===== config.mk =====
export PLATFORM = sky130hd
export DESIGN_NAME = svc_axi_sram_if_wr
export DESIGN_NICKNAME = d
export VERILOG_FILES = /design/src/rtl/svc_axi_pkg.sv /design/src/rtl/svc_axi_sram_if_wr.sv
export SDC_FILE = /design/constraint.sdc
export NUM_CORES = 1
export LEC_CHECK = 0
export BUFFER_PORTS_ARGS = -buffer_cell sky130_fd_sc_hd__buf_2
export CORE_MARGIN = 10
export CORE_UTILIZATION = 28
export DETAILED_ROUTE_END_ITERATION = 12
export PLACE_DENSITY_LB_ADDON = 0.2
export SYNTH_ARGS = -nofsm -noshare
export SYNTH_HDL_FRONTEND = slang
export SYNTH_SLANG_ARGS = --single-unit

===== constraint.sdc =====
create_clock -name clk -period 4.95 [get_ports clk]
set_input_delay 0.2475 -clock clk [delete_from_list [all_inputs] [get_ports clk]]
set_output_delay 0.2475 -clock clk [all_outputs]
set_load 0.005 [all_outputs]

===== src/rtl/svc_axi_pkg.sv =====
// svc_axi_pkg: shared AXI constants and the write-bridge state type.
//   AXI_BURST_*  : AWBURST encodings (FIXED / INCR / WRAP)
//   AXI_RESP_*   : BRESP encodings (OKAY / SLVERR)
//   state_t      : IDLE / BURST / RESP bridge states
//   clamp_size() : limits AWSIZE to the largest size the data bus carries
package svc_axi_pkg;

  localparam logic [1:0] AXI_BURST_FIXED = 2'b00;
  localparam logic [1:0] AXI_BURST_INCR  = 2'b01;
  localparam logic [1:0] AXI_BURST_WRAP  = 2'b10;

  localparam logic [1:0] AXI_RESP_OKAY   = 2'b00;
  localparam logic [1:0] AXI_RESP_SLVERR = 2'b10;

  typedef enum logic [1:0] {
    IDLE  = 2'b00,
    BURST = 2'b01,
    RESP  = 2'b10
  } state_t;

  // A beat can never advance the address by more than one bus word.
  function automatic logic [2:0] clamp_size(input logic [2:0] size, input logic [2:0] max_size);
    if (size > max_size) begin
      clamp_size = max_size;
    end else begin
      clamp_size = size;
    end
  endfunction

endpackage


===== src/rtl/svc_axi_sram_if_wr.sv =====
// svc_axi_sram_if_wr: AXI4 write slave that turns every accepted W beat into
// one single-word SRAM write command.
//
// Ports
//   clk, rst_n                 : rising-edge clock, asynchronous active-low reset
//   s_axi_aw*                  : AXI write-address channel (one burst at a time)
//   s_axi_w*                   : AXI write-data channel (passed straight to SRAM in BURST)
//   s_axi_b*                   : AXI write-response channel (one response per burst)
//   sram_wr_cmd_*              : single-word SRAM write command (valid/ready)
//
// Optional feature macro: SVC_AXI_SRAM_IF_WR_SLVERR_EN
//   defined   -> WRAP (2'b10) and reserved (2'b11) bursts are swallowed: all W
//                beats are accepted, no SRAM command is issued, BRESP = SLVERR.
//   undefined -> every non-FIXED burst is handled as INCR, BRESP is always OKAY.
module svc_axi_sram_if_wr
  import svc_axi_pkg::*;
#(
  parameter int AXI_ADDR_WIDTH  = 20,
  parameter int AXI_DATA_WIDTH  = 16,
  parameter int AXI_ID_WIDTH    = 4,
  parameter int LSB             = $clog2(AXI_DATA_WIDTH) - 3,
  parameter int SRAM_ADDR_WIDTH = AXI_ADDR_WIDTH - LSB,
  parameter int SRAM_DATA_WIDTH = AXI_DATA_WIDTH,
  parameter int SRAM_STRB_WIDTH = AXI_DATA_WIDTH / 8
) (
  input  logic                          clk,
  input  logic                          rst_n,

  input  logic                          s_axi_awvalid,
  output logic                          s_axi_awready,
  input  logic [AXI_ID_WIDTH-1:0]       s_axi_awid,
  input  logic [AXI_ADDR_WIDTH-1:0]     s_axi_awaddr,
  input  logic [7:0]                    s_axi_awlen,
  input  logic [2:0]                    s_axi_awsize,
  input  logic [1:0]                    s_axi_awburst,

  input  logic                          s_axi_wvalid,
  output logic                          s_axi_wready,
  input  logic [AXI_DATA_WIDTH-1:0]     s_axi_wdata,
  input  logic [AXI_DATA_WIDTH/8-1:0]   s_axi_wstrb,
  input  logic                          s_axi_wlast,

  output logic                          s_axi_bvalid,
  input  logic                          s_axi_bready,
  output logic [AXI_ID_WIDTH-1:0]       s_axi_bid,
  output logic [1:0]                    s_axi_bresp,

  output logic                          sram_wr_cmd_valid,
  input  logic                          sram_wr_cmd_ready,
  output logic [SRAM_ADDR_WIDTH-1:0]    sram_wr_cmd_addr,
  output logic [SRAM_DATA_WIDTH-1:0]    sram_wr_cmd_data,
  output logic [SRAM_STRB_WIDTH-1:0]    sram_wr_cmd_strb
);

  localparam logic [2:0] MAX_SIZE = 3'($clog2(AXI_DATA_WIDTH / 8));

  state_t                    r_state;
  state_t                    w_next_state;
  logic                      r_awready;
  logic                      r_bvalid;
  logic [AXI_ID_WIDTH-1:0]   r_id;
  logic [AXI_ADDR_WIDTH-1:0] r_addr;
  logic [7:0]                r_remaining;
  logic [2:0]                r_size;
  logic [1:0]                r_burst;

  logic                      w_aw_hs;
  logic                      w_w_hs;
  logic                      w_last_beat;
  logic                      w_cmd_valid;
  logic                      w_wready;
  logic [AXI_ADDR_WIDTH-1:0] w_addr_step;
  logic [1:0]                w_bresp;
  logic                      w_unused;

`ifdef SVC_AXI_SRAM_IF_WR_SLVERR_EN
  logic                      r_err;
`endif

  // Termination is driven purely by the beat count, so WLAST is not consulted.
  assign w_unused    = s_axi_wlast;

  assign w_aw_hs     = s_axi_awvalid && r_awready && (r_state == IDLE);
  assign w_w_hs      = s_axi_wvalid && w_wready;
  assign w_last_beat = w_w_hs && (r_remaining == 8'd0);
  assign w_addr_step = {{(AXI_ADDR_WIDTH-1){1'b0}}, 1'b1} << r_size;

`ifdef SVC_AXI_SRAM_IF_WR_SLVERR_EN
  assign w_bresp = r_err ? AXI_RESP_SLVERR : AXI_RESP_OKAY;
`else
  assign w_bresp = AXI_RESP_OKAY;
`endif

  // Next-state decode.
  always_comb begin
    w_next_state = r_state;
    case (r_state)
      IDLE: begin
        if (w_aw_hs) begin
          w_next_state = BURST;
        end else begin
          w_next_state = IDLE;
        end
      end
      BURST: begin
        if (w_last_beat) begin
          w_next_state = RESP;
        end else begin
          w_next_state = BURST;
        end
      end
      RESP: begin
        if (r_bvalid && s_axi_bready) begin
          w_next_state = IDLE;
        end else begin
          w_next_state = RESP;
        end
      end
      default: begin
        w_next_state = IDLE;
      end
    endcase
  end

  // W channel to SRAM command: zero-latency pass-through, gated to BURST.
  always_comb begin
    w_cmd_valid = 1'b0;
    w_wready    = 1'b0;
    if (r_state == BURST) begin
`ifdef SVC_AXI_SRAM_IF_WR_SLVERR_EN
      if (r_err) begin
        // Unsupported burst: drain the beats without touching the SRAM.
        w_cmd_valid = 1'b0;
        w_wready    = 1'b1;
      end else begin
        w_cmd_valid = s_axi_wvalid;
        w_wready    = sram_wr_cmd_ready;
      end
`else
      w_cmd_valid = s_axi_wvalid;
      w_wready    = sram_wr_cmd_ready;
`endif
    end else begin
      w_cmd_valid = 1'b0;
      w_wready    = 1'b0;
    end
  end

  // State register; AWREADY/BVALID are registered copies of the next state so
  // they line up exactly with entry into IDLE/RESP.
  always_ff @(posedge clk or negedge rst_n) begin
    if (!rst_n) begin
      r_state   <= IDLE;
      r_awready <= 1'b0;
      r_bvalid  <= 1'b0;
    end else begin
      r_state   <= w_next_state;
      r_awready <= (w_next_state == IDLE);
      r_bvalid  <= (w_next_state == RESP);
    end
  end

  // Burst context: captured on AW, advanced on every accepted W beat.
  always_ff @(posedge clk or negedge rst_n) begin
    if (!rst_n) begin
      r_id        <= '0;
      r_addr      <= '0;
      r_remaining <= 8'd0;
      r_size      <= 3'd0;
      r_burst     <= 2'b00;
`ifdef SVC_AXI_SRAM_IF_WR_SLVERR_EN
      r_err       <= 1'b0;
`endif
    end else if (w_aw_hs) begin
      r_id        <= s_axi_awid;
      r_addr      <= s_axi_awaddr;
      r_remaining <= s_axi_awlen;
      r_size      <= clamp_size(s_axi_awsize, MAX_SIZE);
      r_burst     <= s_axi_awburst;
`ifdef SVC_AXI_SRAM_IF_WR_SLVERR_EN
      r_err       <= s_axi_awburst[1];
`endif
    end else if (w_w_hs) begin
      // Address wraps naturally at the top of the AXI address space.
      if (r_burst == AXI_BURST_FIXED) begin
        r_addr <= r_addr;
      end else begin
        r_addr <= r_addr + w_addr_step;
      end
      r_remaining <= r_remaining - 8'd1;
    end else begin
      r_addr      <= r_addr;
      r_remaining <= r_remaining;
    end
  end

  assign s_axi_awready     = r_awready;
  assign s_axi_wready      = w_wready;
  assign s_axi_bvalid      = r_bvalid;
  assign s_axi_bid         = r_id;
  assign s_axi_bresp       = w_bresp;
  assign sram_wr_cmd_valid = w_cmd_valid;
  assign sram_wr_cmd_addr  = r_addr[AXI_ADDR_WIDTH-1:LSB];
  assign sram_wr_cmd_data  = s_axi_wdata;
  assign sram_wr_cmd_strb  = s_axi_wstrb;

endmodule


==> summary.md <==
| Metric | Value |
|---|---|
| RSZ-0062 raised after global routing | no |
| Core Util, Final | between 30% and 40% |
| Finished Layout Cells | about 490 |
| Synth Flop Type | dfrtp_1 |
| Final-report setup violation count | 0 |
| Top cells by count, synth | 47 x nand2_1, 41 x dfrtp_1, 39 x buf_4 |
| Crit path max-delay cell type | or4b_1 |
| Iter 0 DRT Violations | between 50 and 60 |
| Asr flop ratio synth | 100% |
| Clk pwr share | 14.4% |
| Synth Area in Compound Gates | ~17% |
| Clk slew on worst S/H paths | 0.08 ns |
| Place WS | around 2 ns |
| Worst Setup Start Kind | register |
| Ports | roughly 110 |
| Placed Cells | 480 |
| Synthesis-stage register bit count | between 40 and 50 |
| PortBufs | just under 70 |
| Post-synthesis mux area share | 0.361% |
| H-tree Lvls | 2 |
| Clk_skew | about 0.0041 ns |
| Reg-to-Reg Start | r_size[1] |
| Global router's overall resource usage | about a tenth |
| Die ar. | roughly 0.014 sq mm |
| Sw Share | about two fifths |
| Status | complete, no violations |
| Final Cycle Share | about three fifths |
| Vias in the first global route | 2,402 |
| Post-DR wirelength/cell | between 10 and 15 um |
| Leakage power | roughly 1.4 nW |
| Cell Area, Synth | between 0.002 and 0.003 sq mm |
| Synth top area share | between 30% and 40% |
| Via count | about 2,300 |
| Synth area leader | dfrtp_1 |
| Synth unique cells | 51 |
| Maximum VDD drop | roughly 0.22 mV |
| Avg Cell Area, Syn | about 8.5 sq um |
| Initial antenna violation count | 0 |
| Post-Synth Adder-Cell Area | ~4.8% |
| Core Rows | 36 |
| Hpwl dp | about 5400 um |
| # Post-CTS Setup Buffers | 0 |
| Simple-gate share of the synthesized area | 23.5% |
| CP Class | register to register |
| Final non-filler cell area | 0.00304 sq mm |
| NetSw | between 0.0006 and 0.0007 W |
| Power density cells | about 510 mW/mm^2 |
| Largest family of logic cells by synthesized area | simple AND/OR/NAND/NOR gates |
| Setup TNS | 0 ns |
| Fin nets | around 430 |
| Clock tree root buffer cell | clkbuf_8 |
| Clock latency on the worst-skew pair | approximately 0.29 ns |
| Mapped Cells | ~330 |
| # hold bufs at CTS | 0 |
| Largest net degree at the start of global routing | between 40 and 50 |
| Fin. Hold Viols | 0 |
| Post-route setup slack | 2.00 ns |
| Routability cong. | 0.758 |
| EDFF count, synth | 0 |
| Worst Tran Pin Value | around 1.1 ns |
| Placed inst area | 0.00296 sq mm |
| WP data arrival | between 3 and 4 ns |
| WP data required | approximately 5.2 ns |
| Gr ovfl total | 0 |
| Die width | roughly 120 um |
| Iteration count of the initial detailed-routing pass | 4 |
| Relative slew slack | a little under a quarter |
| Slew Viols, Final | 0 |
| Min cycle time layout | 2.95 ns |
| Register-to-register setup slack | approximately 2 ns |
| CP max stage delay | around 0.57 ns |
| Via/cell ratio | roughly 4.7 |
| Core Region | about 0.01 sq mm |
| TritonCTS clock tree | done |
| Register-to-Register Path Depth | 9 |
| Synth area leaders | dfrtp_1 37%, buf_4 11%, nand2_1 6.4%, nor2_1 4.2%, ha_1 4.1% |
| Num Clock Sinks | a little over 40 |
| DRC errors left | 0 |
| ANT nets after route | 0 |
| Yosys warning total | 0 |
| Sequential share of the synthesized area | 37.0% |
| Layout area overhead | 9.46% |
| Synth Area in XOR/XNOR | approximately 3.8% |
| Critical Path Fanout Max | 10 |
| Sequential share of power | 41.8% |
| Worst min-delay path category | primary input to asynchronous set/reset pin |
| Worst r2r dst | r_addr[18] |
| Max Buffers Root-to-Sink | 2 |
| First-pass GRT wire length | 12,000 um |
| Detailed Route WL | slightly above 7000 um |
| Worst Path Buf+Inv | 1 |
| Crit end category | register |
| Fill cell count | ~1,100 |
| Internal Power | between 0.0008 and 0.0009 W |
| Initial Util | about 29% |
| Crit-path leading delay family | simple AND/OR/NAND/NOR gates |
| Die height | 120 um |
| Total CTS buffers | 5 |
| Share of cells above drive strength 1 | a little under a quarter |
| Crit path cell chain | nor3_1 > ha_1 > inv_1 > fa_1 > nand2b_1 > a211oi_2 > o21ai_1 > or4b_1 > a31oi_1 |
| CTS resizes | 0 |
| Top-count cell post-synth | nand2_1 |
| Diodes inserted | 0 |
| Max Cap Viol | 0 |
| Comb pwr share | around 44% |
| FMAX | 0.339 GHz |
==> per-stage QoR <==
stage | hold WS (ns) | total power [W]
2_1_floorplan | -0.0481 | 0.00119
3_3_place_gp | 0.437 | 0.00132
3_5_place_dp | 0.449 | 0.00134
4_1_cts | 0.125 | 0.00157
5_1_grt | 0.145 | 0.00170
6_report | 0.118 | 0.00154
==> layer usage <==
| layer | vias up | GRT usage [%] | routed length, um |
|---|---|---|---|
| met2 | 50 | 16.5 | 3400 |
| met4 | 0 | 3.24 | 76 |
| met1 | 1072 | 12.9 | 3490 |
| li1 | 1171 | - | - |
| met5 | - | 0 | 0 |
| met3 | 7 | 2.30 | 294 |
==> power groups by stage <==
| stage | combinational [W] | clock (W) | sequential [W] |
|---|---|---|---|
| floorplan | 0.000578 | 0 | 0.000613 |
| CTS | 0.000693 | 0.000236 | 0.000645 |
| finish | 0.000675 | 0.000223 | 0.000644 |
| global route | 0.000779 | 0.000245 | 0.000676 |
| detailed placement | 0.000691 | 0 | 0.000650 |
| global placement | 0.000678 | 0 | 0.000646 |
==> how the worst max path moves through the flow <==
stage | from | end | slack, ns | cells past startpoint
6_report | r_size[1] | r_addr[18] | 2.00 | 9
5_1_grt | r_size[1] | r_addr[16] | 1.76 | 9
4_1_cts | r_size[1] | r_addr[18] | 1.97 | 9
3_5_place_dp | r_size[1] | r_addr[18] | 2.04 | 9
3_3_place_gp | r_size[1] | r_addr[18] | 2.07 | 9
2_1_floorplan | r_size[1] | r_addr[14] | 2.29 | 10
==> state kept, by name (all words and copies together), names as in the netlist <==
register       count
r_state            2
s_axi_bvalid       1
s_axi_bid          4
r_addr            20
r_remaining        8
s_axi_awready      1
r_size             3
r_burst            2
==> cell usage in the layout, fill, tap and decap left out, drive strengths merged, types with 2 or more instances in the layout <==
master	n
o21a	2
a211oi	5
a221oi	2
or4	8
dfrtp	41
nor3	4
nand4b	2
xnor2	7
buf	71
o211ai	3
nand2b	2
o311ai	2
o21ai	12
ha	9
conb	2
nand3	10
a31oi	9
a21o	2
or2	2
a21oi	22
nand2	47
nor2	31
nand4	5
and2	5
nor3b	2
nor4	2
inv	9
and3	4
o31ai	6
clkbuf	8
xor2	5
==> final cells by class <==
class | count | area, sq um | share of cell area (%)
multi-input combinational | 226 | 1370 | 45.2
inverter | 9 | 33.8 | 1.11
tap | 133 | 166 | 5.48
sequential | 41 | 1030 | 33.8
clock buffer | 8 | 80.1 | 2.63
timing repair buffer | 71 | 360 | 11.9
==> cell families after synthesis <==
| group | Yosys count |
|---|---|
| adders and majority gates | 10 |
| other | 1 |
| AOI/OAI and AO/OA | 71 |
| and+or+nand+nor | 130 |
| buffers and inverters | 62 |
| xor gates and xnor gates | 12 |
| DFF | 41 |
| muxes | 1 |
Note: power is estimated with default switching activity, not from simulation.
